--- config.mk ---
export PLATFORM = sky130hd
export DESIGN_NAME = bus_arbiter
export DESIGN_NICKNAME = d
export VERILOG_FILES = /design/src/rtl/bus_arbiter_pkg.sv /design/src/rtl/bus_arbiter_rr_pick.sv /design/src/rtl/bus_arbiter.sv
export SDC_FILE = /design/constraint.sdc
export NUM_CORES = 1
export LEC_CHECK = 0
export CORE_MARGIN = 2
export CORE_UTILIZATION = 33
export DETAILED_ROUTE_END_ITERATION = 16
export MAX_ROUTING_LAYER = met4
export PLACE_DENSITY = 0.85
export REMOVE_ABC_BUFFERS = 1
export SLEW_MARGIN = 15
export SYNTH_ARGS = -nofsm -noshare
export SYNTH_HDL_FRONTEND = slang
export SYNTH_SLANG_ARGS = --single-unit
export TNS_END_PERCENT = 10
--- constraint.sdc ---
create_clock -name clk -period 1.9 [get_ports clk]
set_clock_uncertainty 0.05 [all_clocks]
set_input_delay 0.19 -clock clk [delete_from_list [all_inputs] [get_ports clk]]
set_output_delay 0.19 -clock clk [all_outputs]
set_load 0.01 [all_outputs]
--- src/rtl/bus_arbiter_pkg.sv ---
// Shared definitions for the internal Bus arbiter: word width, FSM states
// and the fixed requester slots on the processor Bus.
package bus_arbiter_pkg;

    localparam int WORD_W = 16;

    typedef enum logic [1:0] {
        ARB_IDLE  = 2'd0,
        ARB_GRANT = 2'd1,
        ARB_TURN  = 2'd2
    } arbState_t;

    localparam int BUSREQ_PC  = 0;
    localparam int BUSREQ_IR  = 1;
    localparam int BUSREQ_Z   = 2;
    localparam int BUSREQ_MEM = 3;

    // Width of a counter that must reach maxHold; never narrower than one bit
    function automatic int holdWidth(input int maxHold);
        return (maxHold < 1) ? 1 : $clog2(maxHold + 1);
    endfunction

endpackage

--- src/rtl/bus_arbiter_rr_pick.sv ---
// Rotating-priority encoder: returns the first requester at or after the
// pointer, wrapping to the lowest index when nothing at or above it requests.
module bus_arbiter_rr_pick #(
    parameter int NREQ  = 4,
    parameter int IDX_W = 3
) (
    input  logic [NREQ-1:0]  i_req,
    input  logic [IDX_W-1:0] i_ptr,
    output logic             o_found,
    output logic [IDX_W-1:0] o_idx
);

    // Two descending scans so the lowest qualifying index wins; the second
    // scan only covers indices at/after the pointer and overrides the wrap pick
    always_comb begin
        o_found = |i_req;
        o_idx   = '0;
        for (int i = NREQ - 1; i >= 0; i--) begin
            if (i_req[i]) begin
                o_idx = IDX_W'(i);
            end
        end
        for (int i = NREQ - 1; i >= 0; i--) begin
            if (i_req[i] && (IDX_W'(i) >= i_ptr)) begin
                o_idx = IDX_W'(i);
            end
        end
    end

endmodule

--- src/rtl/bus_arbiter.sv ---
// Round-robin owner of the internal Bus: one registered one-hot grant,
// bounded hold with preemption, and a dead cycle between different owners.
module bus_arbiter
    import bus_arbiter_pkg::*;
#(
    parameter int NREQ     = 4,
    parameter int WIDTH    = WORD_W,
    parameter int MAX_HOLD = 4,
    parameter int IDX_W    = 3
) (
    input  logic                  clk,
    input  logic                  reset,
    input  logic [NREQ-1:0]       req,
    input  logic [NREQ*WIDTH-1:0] data_in,
    output logic [NREQ-1:0]       grant,
    output logic [IDX_W-1:0]      owner,
    output logic [WIDTH-1:0]      bus_out,
    output logic                  bus_valid,
    output logic                  preempt
);

    localparam int                HOLD_W   = holdWidth(MAX_HOLD);
    localparam logic [HOLD_W-1:0] HOLD_MAX = HOLD_W'(MAX_HOLD);
    localparam logic [HOLD_W-1:0] HOLD_ONE = HOLD_W'(1);
    localparam logic [IDX_W-1:0]  LAST_IDX = IDX_W'(NREQ - 1);

    arbState_t         r_state;
    logic [NREQ-1:0]   r_grant;
    logic [IDX_W-1:0]  r_owner;
    logic [IDX_W-1:0]  r_rrPtr;
    logic [HOLD_W-1:0] r_holdCnt;
    logic              r_preempt;

    logic              w_found;
    logic [IDX_W-1:0]  w_winIdx;
    logic [NREQ-1:0]   w_winOnehot;
    logic [IDX_W-1:0]  w_ownerNext;
    logic              w_ownerReq;
    logic              w_othersReq;
    logic              w_holdSat;
    logic              w_holdExpired;

    bus_arbiter_rr_pick #(
        .NREQ  (NREQ),
        .IDX_W (IDX_W)
    ) u_rrPick (
        .i_req   (req),
        .i_ptr   (r_rrPtr),
        .o_found (w_found),
        .o_idx   (w_winIdx)
    );

    assign w_winOnehot   = NREQ'(1) << w_winIdx;
    assign w_ownerNext   = (r_owner == LAST_IDX) ? '0 : r_owner + 1'b1;
    // The grant is one-hot on the owner, so masking req with it isolates the owner's request
    assign w_ownerReq    = |(req & r_grant);
    assign w_othersReq   = |(req & ~r_grant);
    assign w_holdSat     = (MAX_HOLD == 0) || (r_holdCnt == HOLD_MAX);
    assign w_holdExpired = (MAX_HOLD != 0) && (r_holdCnt == HOLD_MAX);

    // Arbitration FSM: grant on entry to GRANT, release/preempt through TURN
    always_ff @(posedge clk or posedge reset) begin
        if (reset) begin
            r_state   <= ARB_IDLE;
            r_grant   <= '0;
            r_owner   <= '0;
            r_rrPtr   <= '0;
            r_holdCnt <= '0;
            r_preempt <= 1'b0;
        end else begin
            r_preempt <= 1'b0;
            case (r_state)
                ARB_IDLE, ARB_TURN: begin
                    if (w_found) begin
                        r_state   <= ARB_GRANT;
                        r_grant   <= w_winOnehot;
                        r_owner   <= w_winIdx;
                        r_holdCnt <= HOLD_ONE;
                    end else begin
                        r_state <= ARB_IDLE;
                        r_grant <= '0;
                    end
                end
                ARB_GRANT: begin
                    if (!w_ownerReq) begin
                        r_state <= ARB_TURN;
                        r_grant <= '0;
                        r_rrPtr <= w_ownerNext;
                    end else if (w_holdExpired && w_othersReq) begin
                        r_state   <= ARB_TURN;
                        r_grant   <= '0;
                        r_rrPtr   <= w_ownerNext;
                        r_preempt <= 1'b1;
                    end else if (!w_holdSat) begin
                        r_holdCnt <= r_holdCnt + HOLD_ONE;
                    end
                end
                default: begin
                    r_state <= ARB_IDLE;
                    r_grant <= '0;
                end
            endcase
        end
    end

    // Bus data mux: AND-OR of the granted slice, zero when nobody owns the Bus
    always_comb begin
        bus_out = '0;
        for (int i = 0; i < NREQ; i++) begin
            if (r_grant[i]) begin
                bus_out = bus_out | data_in[i*WIDTH +: WIDTH];
            end
        end
    end

    assign grant     = r_grant;
    assign owner     = r_owner;
    assign bus_valid = |r_grant;
    assign preempt   = r_preempt;

endmodule

After elaboration in Yosys (flattened, before gate mapping)
Cells that the tools add are included.
- register bits after elaboration: 16
- input port bits: 70
- word-level logic and storage cells: 75
- add/subtract/negate cells: 2
- magnitude comparators: 4
- equal/unequal tests: 10
- shifts and indexed selects: 1
- multiplexer cells: 31
- bitwise logic cells: 6
- reductions and logical operators: 15
- operator list (cell ; number):
    $mux W16 ; 4
    $or A16 B16 Y16 ; 3
    $mux W3 ; 7
    $mux W2 ; 10
    $reduce_or A4 Y1 ; 4
    $mux W4 ; 3
    $and A4 B4 Y4 ; 2
    $pmux W4 S2 ; 1
    $add A3 B1 Y3 const B ; 2
    $ge A1 B3 Y1 const A ; 2
    $ge A2 B3 Y1 const A ; 2
    $ne A2 B2 Y1 const B ; 3
    $pmux W3 S2 ; 1
    $logic_and A1 B1 Y1 ; 5
    $reduce_and A5 Y1 ; 1
    $mux W1 ; 4
    $ne A2 B1 Y1 const B ; 2
    $not A4 Y4 ; 1
    $pmux W2 S2 ; 1
    $reduce_and A2 Y1 ; 2
    $shl A1 B3 Y4 const A ; 1
    $eq A3 B2 Y1 const B ; 1
    $eq A3 B3 Y1 const B ; 1
    $ne A3 B3 Y1 const B ; 1
    other kinds (5) ; 5

Logic depth before layout (Yosys ltp)
Gate-level depths: netlist of the first run.
- word-level depth: 11
- mapped depth: 6
- depth with buffers taken out: 6

Cells and area by module
Synthesis of the first run repeated with hierarchy kept, for this count alone.
- cells, all modules: 162
- area total of the unflattened synthesis: 1297.5 um^2
- modules (own cells, without submodules) (module ; instances ; cells an instance ; area each (um^2) ; seq. area each (um^2)):
    bus_arbiter ; 1 ; 140 ; 1169.9 ; 400.4
    bus_arbiter_rr_pick ; 1 ; 22 ; 127.6 ; 0.0

Worst setup path before layout of the first run
OpenSTA, ideal clock, no wires.
- path type: reg-to-reg
- start: reg r_holdCnt[0]
- end: reg r_rrPtr[0]
- data arrival time: 1385 ps
- data required time: 1722 ps
- path slack: 337 ps
- stages on the path, launching flop included: 7
- buffers on the path: 0
- clock period less this slack: 1563 ps
- cells stage by stage: dfrtp_1 -> inv_1 -> ha_1 -> and2_1 -> o41ai_4 -> a21oi_2 -> mux2_1
- cells in the longest elaborated chain, start to end: 4
- RTL lines (item ; RTL line ; RTL):
    start, declared ; bus_arbiter.sv:31 ; logic [HOLD_W-1:0] r_holdCnt;
    start signal, assigned ; bus_arbiter.sv:95 ; r_holdCnt <= r_holdCnt + HOLD_ONE;
    $eq A3 B3 Y1 ; bus_arbiter.sv:59 ; assign w_holdExpired = (MAX_HOLD != 0) && (r_holdCnt == HOLD_MAX);
    $logic_and A1 B1 Y1 ; bus_arbiter.sv:89 ; end else if (w_holdExpired && w_othersReq) begin
    $ne A2 B1 Y1 (no source line) ; n/a ;
    $reduce_and A2 Y1 (no source line) ; n/a ;
    end signal, assigned ; bus_arbiter.sv:88 ; r_rrPtr <= w_ownerNext;
    end signal, assigned ; bus_arbiter.sv:92 ; r_rrPtr <= w_ownerNext;
    end, declared ; bus_arbiter.sv:30 ; logic [IDX_W-1:0] r_rrPtr;
Every way passes these cells.
A chain may end at the register's enable or synchronous reset.

Worst setup path in the final report of the first run
- start: reg r_grant[0] (netlist: grant[0])
- end: out bus_valid
- cells in the longest elaborated chain, start to end: 1
- RTL lines (item ; RTL line ; RTL):
    start, declared ; bus_arbiter.sv:28 ; logic [NREQ-1:0] r_grant;
    start signal, assigned ; bus_arbiter.sv:76 ; r_grant <= w_winOnehot;
    $reduce_or A4 Y1 ; bus_arbiter.sv:118 ; assign bus_valid = |r_grant;
    end, declared ; bus_arbiter.sv:18 ; output logic bus_valid,
Every way passes these cells.

==> results of run 1 <==
## flip-flops by register name (all words and copies together) (netlist names)
register	cells
grant	4
owner	2
r_state	2
preempt	1
r_rrPtr	2
r_holdCnt	3
## power by group through the flow
stage,Sequential [W],Combinational [W],Clock (W)
detailed placement,0.000529,0.00207,0
global route,0.000551,0.00218,0.000173
finish,0.000532,0.00201,0.000168
CTS,0.000530,0.00207,0.000171
global placement,0.000525,0.00204,0
floorplan,0.000640,0.000835,0
## layout by cell type, fill, tap and decap left out, types with 5 or more instances in the layout
master and instances:
clkdlybuf4s50_1 76, a22oi_1 32, nand2_1 20, dlymetal6s2s_1 15, dfrtp_1 12, buf_4 11, inv_1 6, nor2_1 5
a21oi_1 5
## logic make-up after synthesis
| group | count (synthesis) | share of synthesized area (%) |
|---|---|---|
| compound gates | 60 | 39.4 |
| fa+ha+maj | 3 | 3.23 |
| buf+inv | 17 | 6.57 |
| flops | 14 | 30.1 |
| mux | 2 | 1.94 |
| other cells | 1 | 0.323 |
| simple gates | 43 | 18.4 |
## per-stage QoR
stage                     hold slack, ns  cell area, µm²  power (W)  std cells  TNS, ns
after floorplan                   0.0292            1110    0.00148        129        0
after global placement             0.451            2190    0.00256        281        0
after detailed placement           0.450            2190    0.00260        281  -0.0699
after CTS                          0.210            2230    0.00277        284        0
after global routing               0.262            2270    0.00290        284        0
final                              0.174            2270    0.00271        284        0
## worst register-to-register path, cell delays in order (launching register included)
cell	delay [ns]
dfrtp_1	0.42
inv_1	0.10
ha_1	0.16
and2_1	0.22
o41ai_4	0.12
a21oi_2	0.21
mux2_1	0.33
## routing by layer
metal  vias up  wire, µm
met5         -         0
met4         0        42
met3         5       330
met2        74      2220
met1       708      1930
li1        727         -
## final timing paths
check | slack (ns) | start | to
max in group asynchronous | 1.26 | reset | grant[2]
min in group clk | 0.46 | r_rrPtr[0] | r_rrPtr[0]
max | 0.11 | grant[0] | bus_valid
max reg2reg | 0.20 | r_holdCnt[0] | r_rrPtr[0]
min | 0.17 | reset | r_rrPtr[0]
min reg2reg | 0.46 | r_rrPtr[0] | r_rrPtr[0]
## timing repair
action / in CTS / in global routing
endpoints found under the hold margin: 0 / 0
resized for setup: 7 / 16
setup endpoints to repair: 17 / 15
## layout make-up
| class | instances | area (µm²) | area share [%] |
|---|---|---|---|
| Timing Repair Buffer | 106 | 1070 | 47.1 |
| Multi-Input combinational cell | 109 | 746 | 32.8 |
| Sequential cell | 14 | 353 | 15.5 |
| Tap cell | 46 | 57.6 | 2.53 |
| Clock buffer | 3 | 22.5 | 0.991 |
| Inverter | 6 | 22.5 | 0.991 |
==> run_results.csv, run 1 <==
group,metric,value,unit
status,outcome,"finished, final reports clean",
setup_path,cp_max_fo,6,
global_routing,antenna_found_initial,0,
sta,tightest_slew,0.505,ns
global_routing,grtUsageTotal,22.0,%
setup_path,worstSetupPathType,"flop to primary output",
global_routing,met3_usage,3.93,%
clocking,cts_tree,"done",
power_and_ir_drop,p_leak,1.16,nW
global_routing,grt_pass1_wl,6.89,mm
finish,fin_nets,313,
yosys,ys_seq_elements,14,
sta,rsz0062_at_grt,"false",
global_routing,grt_use_met2,37.6,%
floorplan,ioPinCount,95,
finish,fin_util,67.6,%
global_routing,grt_max_degree,18,
job,maxCapViolations,0,
setup_path,worst_path_dominant_cell_family,"simple AND/OR/NAND/NOR gates",
clocking,cts_buffer_depth,2,
yosys,synth_warnings,0,
clocking,htree_levels,1,
routing,drc,0,
setup_path,cp_slowest_cell,"or4_1",
yosys,synth_edf_count,0,
sta,min_period,1.79,ns
power_and_ir_drop,p_comb_share,74.2,%
sta,setup_viol,0,
power_and_ir_drop,p_seq_share,19.6,%
finish,diodes,0,
power_and_ir_drop,net-switching-power,0.00115,W
floorplan,fp.dieH,63.4,µm
routing,drtPass1Iterations,4,
routing,detail-route-antenna-nets,0,
power_and_ir_drop,p_int,0.00156,W
yosys,async_flop_share,100,%
setup_path,critPathArrivalTime,1.55,ns
yosys,synthCells,140,
global_routing,top_usage_layer,"met2",
sta,fin_ws,0.112,ns
placement,io_buffers,93,
setup_path,worstPathCellList,"or4_1 -> dlygate4sd2_1",
setup_path,path_buf_inv,1,
finish,layout-drive-gt1-share,10.5,%
power_and_ir_drop,power_per_cell_area,1190,nW/µm²
yosys,synth_cell_types,35,
power_and_ir_drop,p_clk_share,6.2,%
clocking,cts_buffers,3,
placement,gp_congestion,0.833,
routing,vias_per_cell,5.33,
floorplan,die-area,4010,µm²
setup_path,slowest_delay,0.49,ns
clocking,post_cts_buffers,0,
sta,slew_headroom,66.3,%
power_and_ir_drop,switching_share,42.5,%
setup_path,start_kind,"flop",
power_and_ir_drop,vdd_drop_max,0.000842,V
clocking,clk_latency,0.28,ns
floorplan,initial_utilization,34.6,%
sta,max_clock_freq,0.559,GHz
yosys,synth.most_common_cell,"a22oi_1",
sta,slew_viol_final,0,
routing,drt_wl_total,4.52,mm
placement,pre_cts_ws,-0.0314,ns
routing,post_drt_wl_per_cell,15.9,µm
routing,drtIter0Drc,68,
worst_hold_path,hold_path.class,"primary input to asynchronous set/reset pin",
yosys,yosys.area.top_type,"dfrtp_1",
yosys,avgSynthCellArea,8.30,µm²
yosys,synth.area.top_cells,"dfrtp_1, a22oi_1, nand2_1, ha_1, a22o_1",
setup_path,rr_worst_depth,6,
global_routing,overflow,0,
yosys,synth_common_cells,"a22oi_1, nand2_1, dfrtp_1",
clocking,cts_sinks,14,
setup_path,worst_ep_required_time,1.66,ns
finish,fill_cells,289,
finish,syn2layout_area_growth,95.5,%
setup_path,path_depth,2,
sta,finalCritPeriodShare,94.1,%
floorplan,rows,21,
yosys,syn_area,1160,µm²
yosys,synth.top_cell.area_share,30.1,%
clocking,hold_buffers,0,
global_routing,grt_pass1_vias,1412,
clocking,clockRootBuffer,"clkbuf_4",
placement,hpwlAfterDp,3.51,mm
yosys,seq_area_frac_synth,30.1,%
sta,finalHoldViolations,0,
yosys,ys.flop_type,"dfrtp_1",
setup_path,cp-end-kind,"primary output",
routing,routed-via-count,1514,
clocking,clk_pin_slew,0.08,ns
global_routing,grtUsageMet1,27.2,%
floorplan,core_area,3360,µm²
floorplan,die_w,63.4,µm
Power figures use the tool's default switching activity.
==> run 2: changes to the inputs <==
PLACE_DENSITY = not set   (was 0.85)
PLACE_DENSITY_LB_ADDON = 0.08   (was not set)
==> run 2 against run 1 <==
- hold slack improved by 0.012 ns
- first-iteration DRC count rose by 41%
- worst setup slack got worse by 0.057 ns
- die area did not move
- sequential power rose by 5.5%
- critical path depth rose by 4
- fmax fell by 3.1%
- critical endpoint is now grant[2]
==> run_results.csv, run 2 (synthesis gave the netlist of run 1 again) <==
group,metric,value,unit
finish,fin_util,66.4,%
finish,final_cell_area,2230,µm²
worst_hold_path,hold_path.class,"primary input to asynchronous set/reset pin",
setup_path,cp_max_fo,9,
routing,drtPass1Iterations,4,
setup_path,worstPathCellList,"clkdlybuf4s50_1 -> nor2_1 -> a2111oi_1 -> buf_4 -> nor3_1 -> a22o_1",
job,maxCapViolations,0,
setup_path,critPathArrivalTime,1.97,ns
sta,setup_tns,0,ns
finish,diodes,0,
power_and_ir_drop,p_comb_share,71.1,%
floorplan,initial_utilization,34.6,%
routing,vias_per_cell,5.37,
setup_path,worst_path_dominant_cell_family,"buffers and inverters",
sta,slew_viol_final,0,
global_routing,antenna_found_initial,0,
setup_path,worstSetupPathType,"primary input to flop",
finish,register_area,353,µm²
clocking,cts_sinks,14,
finish,fin_nets,315,
routing,detail-route-antenna-nets,0,
finish,largest_reg_flops,4,
clocking,cts_tree,"done",
clocking,clk_latency,0.28,ns
placement,hpwlAfterDp,3.78,mm
sta,finalHoldViolations,0,
setup_path,path_buf_inv,2,
sta,finalCritPeriodShare,97.1,%
setup_path,slowest_delay,0.67,ns
clocking,htree_levels,1,
clocking,cts_buffer_depth,2,
clocking,cts_buffers,3,
clocking,hold_buffers,0,
clocking,clockRootBuffer,"clkbuf_4",
power_and_ir_drop,switching_share,43.5,%
global_routing,grt_pass1_vias,1554,
global_routing,grtUsageTotal,23.4,%
placement,place_area,2210,µm²
setup_path,cp_slowest_cell,"clkdlybuf4s50_1",
sta,holdWs,0.186,ns
routing,drtIter0Drc,96,
finish,multi_input_area,737,µm²
power_and_ir_drop,vdd_drop_max,0.000790,V
power_and_ir_drop,net-switching-power,0.00117,W
status,outcome,"finished, final reports clean",
finish,syn2layout_area_growth,92.0,%
clocking,clk_pin_slew,0.09,ns
routing,routed-via-count,1541,
power_and_ir_drop,power_per_cell_area,1200,nW/µm²
sta,setup_viol,0,
setup_path,worst_ep_required_time,2.02,ns
routing,post_drt_wl_per_cell,16.4,µm
floorplan,die-area,4010,µm²
setup_path,start_kind,"primary input",
finish,layout-drive-gt1-share,10.8,%
sta,max_clock_freq,0.542,GHz
power_and_ir_drop,p_int,0.00152,W
routing,drc,0,
sta,min_period,1.85,ns
floorplan,fp.dieH,63.4,µm
power_and_ir_drop,p_clk_share,8.0,%
floorplan,ioPinCount,95,
setup_path,cp-end-kind,"flop",
finish,fill_cells,307,
placement,io_buffers,93,
floorplan,rows,21,
finish,mostFrequentLayoutCells,"clkdlybuf4s50_1, a22oi_1, nand2_1",
sta,slew_headroom,64.4,%
global_routing,overflow,0,
floorplan,core_area,3360,µm²
global_routing,grt_pass1_wl,7.34,mm
sta,tightest_slew,0.533,ns
routing,drt_wl_total,4.71,mm
floorplan,die_w,63.4,µm
power_and_ir_drop,p_leak,1.02,nW
finish,final_common_cell,"clkdlybuf4s50_1",
power_and_ir_drop,p_seq_share,20.9,%
global_routing,grt_max_degree,18,
placement,gp_congestion,0.881,
[run 2: cell types whose count changed in the layout (fill, tap and decap cells not counted), sizes merged]
cell and delta:
buf +2, dlygate4sd2 +14, clkbuf +1, dlymetal6s2s -14
[run 2: area by class of cell]
cell class                      instances  share of cell area [%]
Timing Repair Buffer                  108                    46.0
Multi-Input combinational cell        109                    33.0
Sequential cell                        14                    15.8
Tap cell                               46                    2.58
Clock buffer                            4                    1.63
Inverter                                6                    1.01
[run 2: per-layer routing]
| metal | track usage (%) | vias up | routed length, µm | part of all wire (%) |
|---|---|---|---|---|
| li1 | - | 735 | - | - |
| met1 | 26.4 | 714 | 1910 | 41 |
| met2 | 43.9 | 88 | 2410 | 51 |
| met3 | 3.39 | 4 | 365 | 7.7 |
| met4 | 4.08 | 0 | 23 | 0.49 |
| met5 | - | - | 0 | 0 |
[run 2: path summary, 6_finish.rpt]
kind	startpoint	endpoint	slack [ns]	cells after the start
worst max-delay path	req[1]	grant[2]	0.05	6
worst min-delay path	reset	owner[0]	0.19	2
worst max register to register	r_holdCnt[0]	r_rrPtr[0]	0.19	6
worst min register to register	owner[1]	owner[1]	0.49	2
max in group asynchronous	reset	grant[0]	1.23	2
min in group clk	owner[1]	owner[1]	0.49	2
[run 2: power groups by stage]
stage | Clock [W] | Combinational [W] | Sequential, W
after floorplan | 0 | 0.000835 | 0.000640
after global placement | 0 | 0.00204 | 0.000548
after detailed placement | 0 | 0.00208 | 0.000558
after CTS | 0.000218 | 0.00192 | 0.000555
after global routing | 0.000233 | 0.00207 | 0.000577
final | 0.000215 | 0.00191 | 0.000561
[run 2: timing repair]
item	in CTS	in global routing
setup buffers	0	0
resized for setup	18	2
endpoints found under the setup margin	18	2
hold endpoints to repair	0	0
cloned	0	0
pin swaps	0	0
[run 2: stage by stage]
stage          cells  total power, W  setup WS (ns)
2_1_floorplan    129         0.00148         0.0939
3_3_place_gp     283         0.00258      -0.000110
3_5_place_dp     283         0.00264        -0.0976
4_1_cts          287         0.00269        0.00712
5_1_grt          287         0.00288        -0.0132
6_report         287         0.00269         0.0544
==> run 3: changes to the inputs <==
clock period = 2.1 ns   (was 1.9 ns; I/O delays follow)
==> run 3 against run 2 <==
- sequential cell count unchanged
- die area unchanged
- via count increased by 0.45%
- global-route usage decreased by 0.51 points
- core utilization decreased by 1.7 points
- clock-buffer cell count decreased by 1
- worst setup slack improved by 0.032 ns
- non-clock buffer count decreased by 9
- critical path type is now flop to primary output
- first-iteration DRC count unchanged
- power decreased by 8.5%
==> run_results.csv, run 3 (synthesis gave the netlist of run 1 again) <==
group,metric,value,unit
status,outcome,"finished, final reports clean",
setup_path,worst_ep_required_time,1.84,ns
setup_path,r2r-start,"r_holdCnt[0]",
setup_path,critPathArrivalTime,1.75,ns
finish,final_cell_area,2170,µm²
power_and_ir_drop,total_power,0.00246,W
power_and_ir_drop,power_per_cell_area,1130,nW/µm²
clocking,hold_buffers,0,
setup_path,path_buf_inv,2,
clocking,cts_buffer_depth,2,
global_routing,grtUsageTotal,22.9,%
setup_path,worst_path_dominant_cell_family,"buffers and inverters",
setup_path,cp_slowest_cell,"dfrtp_1",
sta,finalCritPeriodShare,95.9,%
global_routing,overflow,0,
routing,drtPass1Iterations,5,
floorplan,core_area,3360,µm²
routing,drtIter0Drc,96,
sta,slew_viol_final,0,
setup_path,rr_worst_depth,6,
sta,setup_viol,0,
sta,slew_headroom,58.2,%
clocking,clockRootBuffer,"clkbuf_4",
finish,final_common_cell,"clkdlybuf4s50_1",
floorplan,die-area,4010,µm²
finish,largest_reg_flops,4,
setup_path,cp_max_fo,8,
finish,fill_cells,292,
global_routing,grt_max_degree,18,
floorplan,rows,21,
routing,post_drt_wl_per_cell,16.4,µm
routing,routed-via-count,1548,
finish,fin_util,64.7,%
floorplan,ioPinCount,95,
finish,layout-drive-gt1-share,6.49,%
sta,finalHoldViolations,0,
sta,rsz0062_at_grt,"false",
floorplan,die_w,63.4,µm
global_routing,grt_pass1_wl,7.23,mm
setup_path,worstSetupPathType,"flop to primary output",
routing,drt_wl_total,4.56,mm
setup_path,slowest_delay,0.54,ns
floorplan,initial_utilization,34.6,%
placement,io_buffers,93,
routing,drc,0,
sta,max_clock_freq,0.497,GHz
finish,fin_cells,277,
setup_path,reg2reg_to,"r_rrPtr[1]",
clocking,cts_tree,"done",
setup_path,rrSetupSlack,0.40,ns
finish,syn2layout_area_growth,87.1,%
global_routing,antenna_found_initial,0,
job,maxCapViolations,0,
sta,tightest_slew,0.610,ns
clocking,htree_levels,1,
global_routing,grt_pass1_vias,1436,
finish,diodes,0,
sta,setup_tns,0,ns
clocking,clk_latency,0.28,ns
floorplan,fp.dieH,63.4,µm
routing,detail-route-antenna-nets,0,
setup_path,worstPathCellList,"buf_4 -> a22oi_1 -> nand2_1 -> clkdlybuf4s50_1",
finish,mostFrequentLayoutCells,"clkdlybuf4s50_1, a22oi_1, nand2_1",
setup_path,start_kind,"flop",
sta,min_period,2.01,ns
routing,vias_per_cell,5.59,
clocking,cts_buffers,3,
power_and_ir_drop,vdd_drop_max,0.000701,V
placement,place_inst,274,
power_and_ir_drop,p_leak,0.928,nW
clocking,clk_pin_slew,0.09,ns
worst_hold_path,hold_path.class,"primary input to asynchronous set/reset pin",
clocking,cts_sinks,14,
placement,gp_congestion,0.897,
finish,fin_nets,306,
placement,place_area,2140,µm²
placement,hpwlAfterDp,3.54,mm
setup_path,cp-end-kind,"primary output",
[run 3: changes by cell type in the layout (fill, tap and decap cells not counted), sizes merged]
cell           delta
buf               -9
clkbuf            -1
clkdlybuf4s50    +15
dlygate4sd2      -16
dlymetal6s2s      +1
[run 3: worst max path at each step]
stage	from	endpoint	slack, ns	cells after the start
global route	grant[0]	bus_out[12]	0.02	4
finish	grant[1]	bus_out[14]	0.09	4
detailed placement	req[0]	r_rrPtr[1]	0.12	5
CTS	grant[0]	bus_valid	0.05	2
floorplan	grant[0]	r_rrPtr[0]	0.29	4
global placement	req[0]	r_rrPtr[0]	0.16	5
[run 3: per-layer routing]
| metal | track usage (%) | part of all wire (%) |
|---|---|---|
| met4 | 4.35 | 1.2 |
| met2 | 38.4 | 46 |
| met5 | - | 0 |
| met3 | 3.93 | 9.2 |
| met1 | 29.2 | 43 |
[run 3: cell type report]
class                   count  area (µm²)  area share, %
multi-input cells         109         736           33.8
inverters                   6        22.5           1.04
well taps                  46        57.6           2.65
flip-flops and latches     14         352           16.2
repair buffers             99         985           45.3
clock buffers               3        22.5           1.04
[run 3: power by group]
| part | internal (W) | switching, W |
|---|---|---|
| registers | 0.000373 | 0.000143 |
| logic | 0.000980 | 0.000807 |
| clock network | 0.0000666 | 0.0000901 |
[run 3: timing repair]
action / 4_1_cts / 5_1_grt
cloned: 0 / 0
gates resized for setup: 1 / 3
buffers inserted: 0 / 0
endpoints found under the setup margin: 2 / 3
[run 3: through the flow]
step | setup WS, ns | hold WS, ns
6_report | 0.0866 | 0.201
5_1_grt | 0.0220 | 0.255
4_1_cts | 0.0496 | 0.234
3_5_place_dp | 0.119 | 0.478
3_3_place_gp | 0.164 | 0.472
2_1_floorplan | 0.294 | 0.0492
[run 3: worst register-to-register path, stage by stage, from the launching register on]
cell and delay [ns]:
dfrtp_1 0.42, inv_1 0.10, ha_1 0.15, and2_1 0.21
o41ai_4 0.12, a21oi_2 0.20, mux2_1 0.34
